### config.mk
export PLATFORM = sky130hd
export DESIGN_NAME = alu_input_loader
export DESIGN_NICKNAME = d
export VERILOG_FILES = /design/src/rtl/alu_pkg.sv /design/src/rtl/btn_edge.sv /design/src/rtl/alu_input_loader.sv
export SDC_FILE = /design/constraint.sdc
export NUM_CORES = 1
export LEC_CHECK = 0
export ABC_AREA = 1
export BUFFER_PORTS_ARGS = -buffer_cell sky130_fd_sc_hd__clkbuf_2
export CORE_ASPECT_RATIO = 0.7
export CORE_MARGIN = 1.5
export CORE_UTILIZATION = 45
export CTS_BUF_LIST = sky130_fd_sc_hd__clkbuf_4 sky130_fd_sc_hd__clkbuf_8
export CTS_CLUSTER_SIZE = 20
export DETAILED_ROUTE_END_ITERATION = 10
export GPL_ROUTABILITY_DRIVEN = 0
export PLACE_DENSITY = 0.68
export SLEW_MARGIN = 20
export SYNTH_ARGS = -nofsm -noshare
export SYNTH_HDL_FRONTEND = slang
export SYNTH_SLANG_ARGS = --single-unit
### constraint.sdc
create_clock -name i_clk -period 2.6 [get_ports i_clk]
set_input_delay 0.52 -clock i_clk [delete_from_list [all_inputs] [get_ports i_clk]]
set_output_delay 0.52 -clock i_clk [all_outputs]
set_load 0.02 [all_outputs]
### src/rtl/alu_pkg.sv
// ---------------------------------------------------------------------------
// alu_pkg
// Shared definitions for the ALU front end:
//   - NB_OP      : opcode width (low NB_OP switches carry the opcode)
//   - OP_*       : the eight opcodes the ALU implements
//   - ld_mask_t  : one "has been loaded" bit per input field
//   - is_valid_op: 1 when an opcode is one the ALU implements
// ---------------------------------------------------------------------------
package alu_pkg;

    localparam int NB_OP = 6;

    localparam logic [NB_OP-1:0] OP_ADD = 6'b100000;
    localparam logic [NB_OP-1:0] OP_SUB = 6'b100010;
    localparam logic [NB_OP-1:0] OP_AND = 6'b100100;
    localparam logic [NB_OP-1:0] OP_OR  = 6'b100101;
    localparam logic [NB_OP-1:0] OP_XOR = 6'b100110;
    localparam logic [NB_OP-1:0] OP_NOR = 6'b100111;
    localparam logic [NB_OP-1:0] OP_SRA = 6'b000011;
    localparam logic [NB_OP-1:0] OP_SRL = 6'b000010;

    // Field order matches the {op,b,a} mask layout.
    typedef struct packed {
        logic op;
        logic b;
        logic a;
    } ld_mask_t;

    function automatic logic is_valid_op(input logic [NB_OP-1:0] i_op);
        case (i_op)
            OP_ADD, OP_SUB, OP_AND, OP_OR,
            OP_XOR, OP_NOR, OP_SRA, OP_SRL: is_valid_op = 1'b1;
            default:                        is_valid_op = 1'b0;
        endcase
    endfunction

endpackage

### src/rtl/btn_edge.sv
// ---------------------------------------------------------------------------
// btn_edge
// Turns one raw, asynchronous push-button into a single-cycle press strobe.
// A 2-flop synchronizer brings the button into the i_clk domain; a press is
// reported once per button hold, and a new press needs the synchronized level
// to drop low for at least one cycle.
//
// Optional feature (macro ALU_LOADER_DEBOUNCE_EN):
//   defined   - a saturating counter runs while the synchronized level is
//               high; the press fires on the DEBOUNCE_CYCLES-1 -> DEBOUNCE_CYCLES
//               step, so shorter highs are ignored.
//   undefined - press = rising edge of the synchronized level.
//
// Ports:
//   i_clk    in  1  system clock
//   i_reset  in  1  synchronous, active-high reset
//   i_btn    in  1  raw button level
//   o_press  out 1  one-cycle press strobe (combinational from flops)
// ---------------------------------------------------------------------------
module btn_edge #(
    parameter int DEBOUNCE_CYCLES = 16
) (
    input  logic i_clk,
    input  logic i_reset,
    input  logic i_btn,
    output logic o_press
);

    logic r_sync_p0;
    logic r_sync_p1;

    // Stage p0/p1: two-flop synchronizer for the asynchronous button.
    always_ff @(posedge i_clk) begin
        if (i_reset) begin
            r_sync_p0 <= 1'b0;
            r_sync_p1 <= 1'b0;
        end else begin
            r_sync_p0 <= i_btn;
            r_sync_p1 <= r_sync_p0;
        end
    end

`ifdef ALU_LOADER_DEBOUNCE_EN
    localparam int              CW      = $clog2(DEBOUNCE_CYCLES + 1);
    localparam logic [CW-1:0]   CNT_MAX = CW'(DEBOUNCE_CYCLES);
    localparam logic [CW-1:0]   CNT_ARM = CW'(DEBOUNCE_CYCLES - 1);

    logic [CW-1:0] r_cnt_p2;

    function automatic logic [CW-1:0] sat_inc(input logic [CW-1:0] i_cnt);
        sat_inc = (i_cnt == CNT_MAX) ? i_cnt : i_cnt + CW'(1);
    endfunction

    // Stage p2: stable-high counter; saturation keeps a held button from
    // ever reaching the arming value again.
    always_ff @(posedge i_clk) begin
        if (i_reset || !r_sync_p1) begin
            r_cnt_p2 <= '0;
        end else begin
            r_cnt_p2 <= sat_inc(r_cnt_p2);
        end
    end

    assign o_press = r_sync_p1 && (r_cnt_p2 == CNT_ARM);
`else
    // Without debounce the count is unused; a non-positive value is still
    // treated as a broken configuration so both builds fail the same way.
    localparam logic DEB_OK = (DEBOUNCE_CYCLES >= 1);

    logic r_prev_p2;

    // Stage p2: previous synchronized level for rising-edge detection.
    always_ff @(posedge i_clk) begin
        if (i_reset) begin
            r_prev_p2 <= 1'b0;
        end else begin
            r_prev_p2 <= r_sync_p1;
        end
    end

    assign o_press = r_sync_p1 & ~r_prev_p2 & DEB_OK;
`endif

endmodule

### src/rtl/alu_input_loader.sv
// ---------------------------------------------------------------------------
// alu_input_loader
// Board front end for the ALU. One shared switch bank is latched into
// operand A, operand B or the opcode, one field per button press, and held
// as stable registered ALU inputs. Unsupported opcodes are rejected and
// flagged; o_ready tells the ALU side that a full operand set is present.
//
// Optional feature: ALU_LOADER_DEBOUNCE_EN adds a DEBOUNCE_CYCLES stable-high
// requirement to each button path (see btn_edge).
//
// Ports:
//   i_clk        in  1          system clock
//   i_reset      in  1          synchronous, active-high reset
//   i_sw         in  NB_INPUTS  switch bank shared by all fields
//   i_btn_a      in  1          raw button: load operand A
//   i_btn_b      in  1          raw button: load operand B
//   i_btn_op     in  1          raw button: load opcode (low NB_OP switches)
//   o_dato_a     out NB_INPUTS  registered operand A
//   o_dato_b     out NB_INPUTS  registered operand B
//   o_operation  out NB_OP      registered opcode (ADD after reset)
//   o_ready      out 1          A, B and a valid op all loaded since reset
//   o_update     out 1          one-cycle pulse after a load with set complete
//   o_op_err     out 1          sticky unsupported-opcode flag
// ---------------------------------------------------------------------------
import alu_pkg::*;

module alu_input_loader #(
    parameter int NB_INPUTS       = 8,
    parameter int NB_OP           = alu_pkg::NB_OP,
    parameter int DEBOUNCE_CYCLES = 16
) (
    input  logic                 i_clk,
    input  logic                 i_reset,
    input  logic [NB_INPUTS-1:0] i_sw,
    input  logic                 i_btn_a,
    input  logic                 i_btn_b,
    input  logic                 i_btn_op,
    output logic [NB_INPUTS-1:0] o_dato_a,
    output logic [NB_INPUTS-1:0] o_dato_b,
    output logic [NB_OP-1:0]     o_operation,
    output logic                 o_ready,
    output logic                 o_update,
    output logic                 o_op_err
);

    localparam logic [NB_OP-1:0] OP_RESET = OP_ADD;

    logic             w_press_a;
    logic             w_press_b;
    logic             w_press_op;
    logic [NB_OP-1:0] w_op_sw;
    logic             w_op_ok;
    logic             w_op_rej;
    ld_mask_t         w_ld;
    ld_mask_t         w_mask_nxt;

    logic [NB_INPUTS-1:0] r_dato_a;
    logic [NB_INPUTS-1:0] r_dato_b;
    logic [NB_OP-1:0]     r_operation;
    ld_mask_t             r_mask;
    logic                 r_ready;
    logic                 r_update;
    logic                 r_op_err;

    // Stage p0..p2: per-button synchronize and press detect.
    btn_edge #(.DEBOUNCE_CYCLES(DEBOUNCE_CYCLES)) u_btn_a (
        .i_clk   (i_clk),
        .i_reset (i_reset),
        .i_btn   (i_btn_a),
        .o_press (w_press_a)
    );

    btn_edge #(.DEBOUNCE_CYCLES(DEBOUNCE_CYCLES)) u_btn_b (
        .i_clk   (i_clk),
        .i_reset (i_reset),
        .i_btn   (i_btn_b),
        .o_press (w_press_b)
    );

    btn_edge #(.DEBOUNCE_CYCLES(DEBOUNCE_CYCLES)) u_btn_op (
        .i_clk   (i_clk),
        .i_reset (i_reset),
        .i_btn   (i_btn_op),
        .o_press (w_press_op)
    );

    assign w_op_sw  = i_sw[NB_OP-1:0];
    assign w_op_ok  = is_valid_op(w_op_sw);
    assign w_op_rej = w_press_op & ~w_op_ok;

    // Accepted loads; a rejected opcode leaves both o_operation and its mask
    // bit alone, so it can never complete the operand set.
    always_comb begin
        w_ld       = '0;
        w_ld.a     = w_press_a;
        w_ld.b     = w_press_b;
        w_ld.op    = w_press_op & w_op_ok;
        w_mask_nxt = ld_mask_t'(r_mask | w_ld);
    end

    // Stage p3: field registers and status. Ready and update look at the
    // post-load mask so they rise at the completing load edge.
    always_ff @(posedge i_clk) begin
        if (i_reset) begin
            r_dato_a    <= '0;
            r_dato_b    <= '0;
            r_operation <= OP_RESET;
            r_mask      <= '0;
            r_ready     <= 1'b0;
            r_update    <= 1'b0;
            r_op_err    <= 1'b0;
        end else begin
            if (w_ld.a) begin
                r_dato_a <= i_sw;
            end
            if (w_ld.b) begin
                r_dato_b <= i_sw;
            end
            if (w_ld.op) begin
                r_operation <= w_op_sw;
            end

            r_mask   <= w_mask_nxt;
            r_ready  <= &w_mask_nxt;
            // Simultaneous loads collapse into a single pulse.
            r_update <= (|w_ld) & (&w_mask_nxt);

            if (w_ld.op) begin
                r_op_err <= 1'b0;
            end else if (w_op_rej) begin
                r_op_err <= 1'b1;
            end
        end
    end

    assign o_dato_a    = r_dato_a;
    assign o_dato_b    = r_dato_b;
    assign o_operation = r_operation;
    assign o_ready     = r_ready;
    assign o_update    = r_update;
    assign o_op_err    = r_op_err;

endmodule

---- Word-level counts from Yosys, hierarchy flattened ----
Index checks and enable logic that the tools add are counted.
cells by class
  multiplexer cells ....................... 1
  reductions and logical operators ........ 4
  bitwise logic cells ..................... 11
  eq/ne operators ......................... 8
operators by type and width
  operator            number
  $eq 6x6->1 const B  6
  $eq 6x2->1 const B  2
  $reduce_or 8->1     1
  $and 1x1->1         6
  $not 1->1           4
  $or 3x3->3          1
  $reduce_and 3->1    1
  $reduce_or 3->1     1
  $reduce_or 2->1     1
  $mux 1              1
storage, ports and cells
  input bits .............................. 13
  output and inout bits ................... 25
  register bits after elaboration ......... 37
  word-level logic and storage cells ...... 42

---- Longest topological paths before layout ----
  depth in word-level cells ............... 7
  depth in mapped cells ................... 8
  gate-level depth less buffers ........... 8

---- By module ----
A second synthesis with hierarchy kept.
second synthesis, totals
  cell total of the unflattened synthesis .. 151
  area total of the unflattened synthesis .. 1278.7 um2
modules (own cells, without submodules)
  module            instances  cells an instance  area an instance (um2)  sequential area each (um2)
  alu_input_loader  1          121                1019.7                  560.5
  btn_edge          3          10                 86.3                    60.1

---- Worst setup path after synthesis ----
No wires, ideal clock.
  kind .................................... in2reg
  from .................................... input port i_sw[4]
  to ...................................... register r_op_err, in the netlist o_op_err
  slack ................................... 1.381 ns
  cell stages on the path ................. 7
  data required time ...................... 2.484 ns
  arrival ................................. 1.103 ns
  buffers on the path ..................... 1
  cell sequence ........................... inv_1 -> nand2_1 -> nor2_2 -> nand3_2 -> buf_6 -> o211ai_1 -> inv_1
on the way
  longest elaborated chain between the ends .. 5
ends and longest elaborated chain
  element                                                          RTL line                                        RTL
  start, declared                                                  alu_input_loader.sv:34                          input logic [NB_INPUTS-1:0] i_sw,
  $eq 6x6->1 or $eq 6x2->1 (tied branches)                         alu_pkg.sv:30                                   case (i_op)
  $reduce_or 8->1 *                                                alu_pkg.sv:30
  $mux 1 *                                                         alu_pkg.sv:30
  $and 1x1->1 or $not 1->1 (tied branches)                         alu_input_loader.sv:97, alu_input_loader.sv:89
  $reduce_or 2->1 (no source line) or $and 1x1->1 (tied branches)  n/a
  end signal, assigned                                             alu_input_loader.sv:111                         r_op_err <= 1'b0;
  end signal, assigned                                             alu_input_loader.sv:129                         r_op_err <= 1'b0;
  end signal, assigned                                             alu_input_loader.sv:131                         r_op_err <= 1'b1;
  end, declared                                                    alu_input_loader.sv:63                          logic r_op_err;
Every way passes the cells marked *; elsewhere a longest branch is shown, timed or not.
A chain may end at the register's enable or synchronous reset.

---- Worst setup path in the final report ----
  from .................................... register r_dato_a[7], in the netlist o_dato_a[7]
  to ...................................... output port o_dato_a[7]
RTL lines
  element                 RTL line                 RTL
  start, declared         alu_input_loader.sv:57   logic [NB_INPUTS-1:0] r_dato_a;
  start signal, assigned  alu_input_loader.sv:114  r_dato_a <= i_sw;
  end, declared           alu_input_loader.sv:38   output logic [NB_INPUTS-1:0] o_dato_a,
No word-level cell between the ends.

==> results.ini <==
[synth]
synth_top_area_share_pct=58.4
synth_top_family_by_area=simple AND/OR/NAND/NOR gates
synthFlopType=dfxtp_1
mappedNetlistNets=168
netlist_top_cells_area=dfxtp_1 58%, nor2_1 8.0%, inv_1 7.7%, o21ai_0 6.7%, a21oi_1 5.1%
synthTopCellsByCount=37 x dfxtp_1, 27 x nor2_1, 26 x inv_1
synth_xor_area_share_pct=0
synth.avg_cell_area_um2=8.19
synth.yosys.seq_area_share_pct=58.4
syn_inst=155
netlist_area_um2=1270
synth_largest_area_cell=dfxtp_1
synth_mux_area_share_pct=0
synth_edf_count=0
yosysMostFrequentCell=dfxtp_1
async_flop_share_pct=0
synth_compound_area_share_pct=12.4
ys_warn_count=0
synth.distinct_cells=16
ys_seq_elements=37
synthAdderAreaFrac_pct=0
synthSimpleGateAreaFrac_pct=17.6

[placed_design]
placed_cell_area_um2=1460
port_buffers=37
pre_cts_ws_ns=1.04
hpwl_mm=1.79

[clock_network]
clockBufferDepth=2
cts-root-buf=clkbuf_8
cts_setup_buffers=0
clkSlewWorstSetupHoldPaths_ns=0.06
htreeDepth=2
cts_tree=done
clock-sinks=37
numCtsBuffers=5
hold_buffers=0
clk_latency_ns=0.28
cts_resized=0

[die]
coreArea_um2=2570
die_area_um2=3150
chipHeight_um=47.4
io_pins=38
initial_core_util_pct=49.3
die_x_um=66.5
rows=15

[critical_path]
regToRegStartpoint=u_btn_a.r_sync_p1$_SDFF_PP0_
cp.arrival_ns=0.82
path_cells=clkbuf_2
startpoint=o_dato_a[7]$_SDFFE_PP0P_
cpPeakStageDelay_ns=0.36
critPathSlowestCell=dfxtp_1
cp.required_ns=2.08
worst_setup_path_start_kind=flop
path_buf_inv=1
end_kind=output port
cp_max_fo=2
path_delay_family=flip-flops
crit_type=flop to output port

[grt]
grt_pass1_vias=859
grt_first_pass_wirelength_mm=3.83
grt.overflow.total=0
grt_max_degree=17
antenna_found_initial=0
grt_usage_pct=17.8

[sta]
rsz0062_at_grt=no
fin_crit_sh_pct=51.7
hold_viol_final=0
max-slew-margin-rel_pct=63.0
worst_slew_pin_slew_ns=0.554
drv_slew=0
timing.hold.ws_ns=0.402
fmax_mhz=745
period_needed_ns=1.34
finalSetupTns_ns=0
setup_ws_ns=1.26
finalSetupViolations=0
skew_ns=0.00525

[cells_and_area]
layout.nets=207
drive_above_1_share_pct=27.3
area_delta_synth_final_pct=22.3
design_area_um2=1550
antennaDiodeCount=0

[routing]
drtPass1Iterations=4
drtAntennaViolNets=0
vias=1017
vias_per_cell=4.46
wl_per_cell_um=10.5
wl_mm=2.40
drcViolationCount=0
first_iter_violations=60

[power]
p_leak_uw=0.000809
switchingPower_uw=247
combPwrFrac_pct=8.3
swShare_pct=22.7
powerDensity_nw_per_um2=700
peakVddDrop_v=0.000387
intPower_uw=839
p_seq_share_pct=55.1
power_frac_clock_pct=36.7

[hold_path]
hold_start=u_btn_b.r_sync_p0$_SDFF_PP0_
hold_path.class=flop to flop

[run_status]
status=finished, final reports clean

[job]
cap_viol_max_count=0

==> power by group through the flow <==
stage | clock network, uW | logic, uW | registers [uW]
global placement | 0 | 88.6 | 610
detailed placement | 0 | 90.6 | 611
finish | 398 | 89.6 | 598
CTS | 416 | 90.8 | 598
floorplan | 0 | 41.1 | 627
global route | 434 | 101 | 600
==> path summary, 6_finish.rpt <==
check / endpoint / slack [ns] / cells after the start
min reg2reg: u_btn_b.r_sync_p1$_SDFF_PP0_ / 0.40 / 2
min: u_btn_b.r_sync_p1$_SDFF_PP0_ / 0.40 / 2
max: o_dato_a[7] / 1.26 / 1
max reg2reg: o_update$_SDFF_PP0_ / 1.28 / 6
==> cell usage in the layout (no fill, tap or decap), types with 2 or more instances in the layout <==
cell	n
o21ai_0	17
a21oi_1	13
clkbuf_2	37
nor2_2	4
dfxtp_1	37
clkbuf_8	6
nand2_1	16
nand3_1	4
nor2_1	27
inv_2	2
inv_1	26
==> cells by family (layout without fill, tap and decap cells) <==
family | after synthesis | after routing
compound gates | 31 | 31
buf+inv | 34 | 73
flops | 37 | 37
simple gates | 53 | 53
==> stage by stage <==
| step | utilization (%) | total power (uW) | cells |
|---|---|---|---|
| global placement | 56.8 | 699 | 221 |
| floorplan | - | 668 | 155 |
| detailed placement | 56.8 | 701 | 221 |
| finish | 60.3 | 1090 | 228 |
| CTS | 60.3 | 1100 | 228 |
| global route | 60.3 | 1140 | 228 |
==> metal layers <==
layer,vias to the layer above,track usage [%],wire length [um]
met5,-,0,0
met4,0,8.57,18
met3,2,9.41,188
met2,30,25.0,984
met1,438,22.7,1210
li1,547,-,-
==> state kept, by name, summed over array words and instances (netlist names), 3 cells and up <==
signal and flops:
o_dato_a 8, o_operation 6, r_mask 3, o_dato_b 8
==> area by class of cell <==
cell class	count	area [um2]
clock buffer	7	90.1
sequential	37	741
fill	242	1020
inverter	28	105
timing repair buffer	38	193
tap	34	42.5
multi-input combinational	84	380
Note: power is estimated with default switching activity, not from simulation.
